## config.mk

```make
export PLATFORM = sky130hd
export DESIGN_NAME = conv_acc_collect
export DESIGN_NICKNAME = d
export VERILOG_FILES = /design/src/rtl/conv_acc_collect.sv
export SDC_FILE = /design/constraint.sdc
export NUM_CORES = 1
export LEC_CHECK = 0
export ABC_CLOCK_PERIOD_IN_PS = 8200
export BUFFER_PORTS_ARGS = -buffer_cell sky130_fd_sc_hd__buf_2
export CAP_MARGIN = 20
export CORE_MARGIN = 2
export CORE_UTILIZATION = 35
export CTS_CLUSTER_DIAMETER = 60
export CTS_CLUSTER_SIZE = 30
export DETAILED_ROUTE_END_ITERATION = 12
export PLACE_DENSITY = 0.5
export SLEW_MARGIN = 40
export SYNTH_ARGS = -nofsm -noshare
export SYNTH_HDL_FRONTEND = slang
export SYNTH_SLANG_ARGS = --single-unit
export TNS_END_PERCENT = 1
```

## constraint.sdc

```tcl
create_clock -name clk -period 8.2 [get_ports clk]
set_clock_uncertainty 0.2 [all_clocks]
set_input_delay 0.82 -clock clk [delete_from_list [all_inputs] [get_ports clk]]
set_output_delay 0.82 -clock clk [all_outputs]
set_load 0.1 [all_outputs]
```

## src/rtl/conv_acc_collect.sv

```systemverilog
// Shift-and-add collector for the bit-serial PIM datapath: weights per-column ADC
// samples by bit-plane significance, accumulates per column, then drains results.
module conv_acc_collect #(
  parameter int INPUT_P = 4,
  parameter int DEPTH   = 32,
  parameter int ADC_P   = 4,
  parameter int AW      = $clog2(DEPTH),
  parameter int ACC_W   = ADC_P + INPUT_P
) (
  input  logic             clk,
  input  logic             rst,
  input  logic             start,
  input  logic             adc_valid,
  input  logic [ADC_P-1:0] adc_data,
  output logic             adc_ready,
  output logic             out_valid,
  output logic [ACC_W-1:0] out_data,
  output logic [AW-1:0]    out_addr,
  input  logic             out_ready,
  output logic             busy,
  output logic             done
);

  localparam int PW = $clog2(INPUT_P) + 1;

  typedef enum logic [1:0] {
    IDLE  = 2'd0,
    ACCUM = 2'd1,
    DRAIN = 2'd2
  } state_t;

  state_t           state_q;
  logic [AW-1:0]    col_cnt_q;
  logic [PW-1:0]    plane_cnt_q;
  logic [AW-1:0]    drain_cnt_q;
  logic             done_q;
  logic [ACC_W-1:0] acc_q [DEPTH];

  logic             col_last;
  logic             plane_last;
  logic [ACC_W-1:0] sample_ext;

  assign col_last   = (col_cnt_q == AW'(DEPTH - 1));
  assign plane_last = (plane_cnt_q == PW'(INPUT_P - 1));
  assign sample_ext = ACC_W'(adc_data);

  always_ff @(posedge clk or posedge rst) begin
    if (rst) begin
      state_q     <= IDLE;
      col_cnt_q   <= '0;
      plane_cnt_q <= '0;
      drain_cnt_q <= '0;
      done_q      <= 1'b0;
      for (int unsigned i = 0; i < DEPTH; i++) begin
        acc_q[i] <= '0;
      end
    end else begin
      done_q <= 1'b0;
      case (state_q)
        IDLE: begin
          if (start) begin
            state_q     <= ACCUM;
            col_cnt_q   <= '0;
            plane_cnt_q <= '0;
            drain_cnt_q <= '0;
          end
        end
        ACCUM: begin
          if (adc_valid) begin
            // Plane 0 overwrites, so stale results never need an explicit clear.
            if (plane_cnt_q == '0) begin
              acc_q[col_cnt_q] <= sample_ext;
            end else begin
              acc_q[col_cnt_q] <= acc_q[col_cnt_q] + (sample_ext << plane_cnt_q);
            end
            if (col_last) begin
              col_cnt_q <= '0;
              if (plane_last) begin
                state_q <= DRAIN;
              end else begin
                plane_cnt_q <= plane_cnt_q + PW'(1);
              end
            end else begin
              col_cnt_q <= col_cnt_q + AW'(1);
            end
          end
        end
        DRAIN: begin
          if (out_ready) begin
            drain_cnt_q <= drain_cnt_q + AW'(1);
            if (drain_cnt_q == AW'(DEPTH - 1)) begin
              state_q <= IDLE;
              done_q  <= 1'b1;
            end
          end
        end
        default: state_q <= IDLE;
      endcase
    end
  end

  assign adc_ready = (state_q == ACCUM);
  assign out_valid = (state_q == DRAIN);
  assign busy      = (state_q == ACCUM) || (state_q == DRAIN);
  assign done      = done_q;
  assign out_data  = acc_q[drain_cnt_q];
  assign out_addr  = drain_cnt_q;

endmodule

```

==> run summary <==
crit path max fanout: 45
leakage: 0.00651 uW
count leader, synth: nand2_1
post-CTS setup buffers: 0
CP Class: flop to primary output
r2r setup slk: 3.11 ns
Critical R2R Capture: acc_q[255]$_DFFE_PP0P_
status: completed
TritonCTS clock tree: built
DRT Pass-1 Iters: 5
most common flop cell mapped by yosys: dfrtp_1
DP HPWL: 31900 um
fin nets: 1392
setup violators final: 0
Worst-Skew Late Latency: 0.58 ns
Total GRT Usage: 0.220
CTS resizes: 0
pin count of the biggest net entering global routing: 69
Post-DRT Antenna Nets: 0
Netlist Area Pre-Place: 14600 um2
Startpoint Class: flop
VDD IR-drop max: 223 uV
WL final: 46800 um
YS warnings: 0
Reg clk slew, reported paths: 0.07 ns
total CTS buffers: 29
most frequent cells after synthesis: 340 x nand2_1, 272 x dfrtp_1, 259 x o21ai_0
syn_nets: 1428
Area Overhead vs Synth: 11.8%
die width: 208 um
hold_buf cts: 0
GR Util met2: 0.349
Hold Crit Class: input pin to async pin
synth top area cells: dfrtp_1 47%, mux4_2 15%, o21ai_0 8.9%, nand2_1 8.7%, mux2i_1 4.5%
Worst R2R Start: col_cnt_q[1]$_DFFE_PP0P_
Reg2Reg Depth: 12
die area: 43300 um2
Adder-Cell Fraction of Synth Area: 0.0194
I/O Buffers: 25
die height: 208 um
met1 usage: 0.300
CTS sink cnt: 272
first-pass GRT wire length: 71400 um
post-synthesis mux area share: 0.198
MaxCap Viol Count: 0
Remaining DRCs: 0
largest family of logic cells by synthesized area: multiplexers
Tmin final: 5.14 ns
post-synthesis sequential element count: 272
I/O pin cnt: 26
Post-Synth XOR/XNOR Area: 0.00480
Mapped Cells: 1397
CTS Buffer Depth: 3
DR vias/cell: 5.67
Worst Setup End Kind: primary output
wire length per cell: 24.4 um
CP required: 7.18 ns
Slew headroom: 0.458
fin crit share: 0.627
Synth Area in Compound Gates: 0.161
busiest grt layer: met2
Avg Inst Size Synth: 10.4 um2
total grt overflow: 0
antenna cells: 0
vias in the first global route: 10767
initial antenna violation count: 1
clock root cell: clkbuf_16
CTS H-tree depth: 1
sequential fraction of the synthesis area: 0.466
DR iter-0 viols: 927
top cell type's share of synthesized area: 0.466
FFs w/ async S/R, synth: 1.00
highest clock rate: 195 MHz
number of synthesized flops with an enable pin: 0
Critical Path AT: 4.12 ns
RSZ-0062 raised after global routing: false
cell taking the most area after synthesis: dfrtp_1
Final Hold Fails: 0
post-route setup TNS: 0 ns
final core utilization: 0.398
Max Transition Viols Final: 0
Routability Congestion: 0.911
post-synth cell types: 44
Power Density: 290 nW/um2
slew at the pin closest to its max-slew limit: 0.813 ns
via count: 10867
layout cells sized above 1: 0.179
initial core utilization: 0.356
simple-gate area share of the yosys netlist: 0.112
CORE AREA: 41000 um2
Rows: 74
met3 Resource Use GR: 0.0534
## power breakdown
part | internal (uW) | total, uW | switching, uW
clock network | 866 | 1490 | 628
logic | 526 | 1680 | 1150
registers | 1420 | 1560 | 138
## sequential cells by signal (all words and copies together) (netlist names)
signal       flops
col_cnt_q        5
done             1
out_addr         5
state_q          2
plane_cnt_q      3
acc_q          256
## how the worst max path moves through the flow
stage | from | end | slack [ns] | depth (start not counted)
3_3_place_gp | col_cnt_q[1]$_DFFE_PP0P_ | acc_q[125]$_DFFE_PP0P_ | 2.97 | 11
3_5_place_dp | col_cnt_q[1]$_DFFE_PP0P_ | acc_q[255]$_DFFE_PP0P_ | 3.19 | 12
4_1_cts | out_addr[1]$_DFFE_PP0P_ | out_data[0] | 3.06 | 9
2_1_floorplan | out_addr[0]$_DFFE_PP0P_ | out_data[6] | 2.74 | 9
6_report | out_addr[1]$_DFFE_PP0P_ | out_data[0] | 3.06 | 9
5_1_grt | out_addr[1]$_DFFE_PP0P_ | out_data[0] | 2.90 | 9
## cell usage in the layout, fill, tap and decap left out, drive strengths merged, types with 8 or more instances in the layout
cell and instances:
a21oi 13, clkbuf 30, and3 13, ha 21, mux4 99, nand3 8, inv 23, mux2i 65
o21ai 290, dfrtp 272, o221ai 32, nand4 8, buf 51, a22oi 29, nand2 340, nor2 8
o22ai 16
## stage by stage
stage               hold WS [ns]  worst slack, ns  total power, uW  cells  area, um2
floorplan                  0.261             2.74             2660   1397      14600
global placement           0.274             2.97             3170   1857      15100
detailed placement         0.285             3.19             3280   1862      15200
CTS                       0.0472             3.06             4780   1915      16300
global route              0.0775             2.90             4940   1915      16300
finish                    0.0565             3.06             4730   1915      16300
## layer usage
layer / wire (um) / vias to the layer above
met5: 9 / -
met4: 1480 / 2
met3: 3550 / 77
met2: 21600 / 334
met1: 20200 / 5425
li1: - / 5029
## area by class of cell
type	instances	area, um2
Multi-Input combinational cell	992	7290
Clock inverter	23	332
Timing Repair Buffer	51	403
Fill cell	3952	24700
Clock buffer	30	739
Inverter	15	60.1
Sequential cell	272	6820
Tap cell	532	666
## logic make-up (layout without fill, tap and decap cells)
kind of cell | after synthesis | count (layout)
xor+xnor | 8 | 8
compound gates | 396 | 396
flops | 272 | 272
mux | 165 | 165
fa+ha+maj | 22 | 22
buf+inv | 133 | 119
simple gates | 401 | 401
## worst max-delay path: stages (launching register included)
cell	delay, ns
dfrtp_2	0.34
buf_4	0.62
nand2_1	0.45
buf_4	0.36
o221ai_1	0.62
nand2_1	0.11
nand2_1	0.10
o221ai_1	0.09
o21ai_0	0.32
buf_2	0.50
Note: power is estimated with default switching activity, not from simulation.
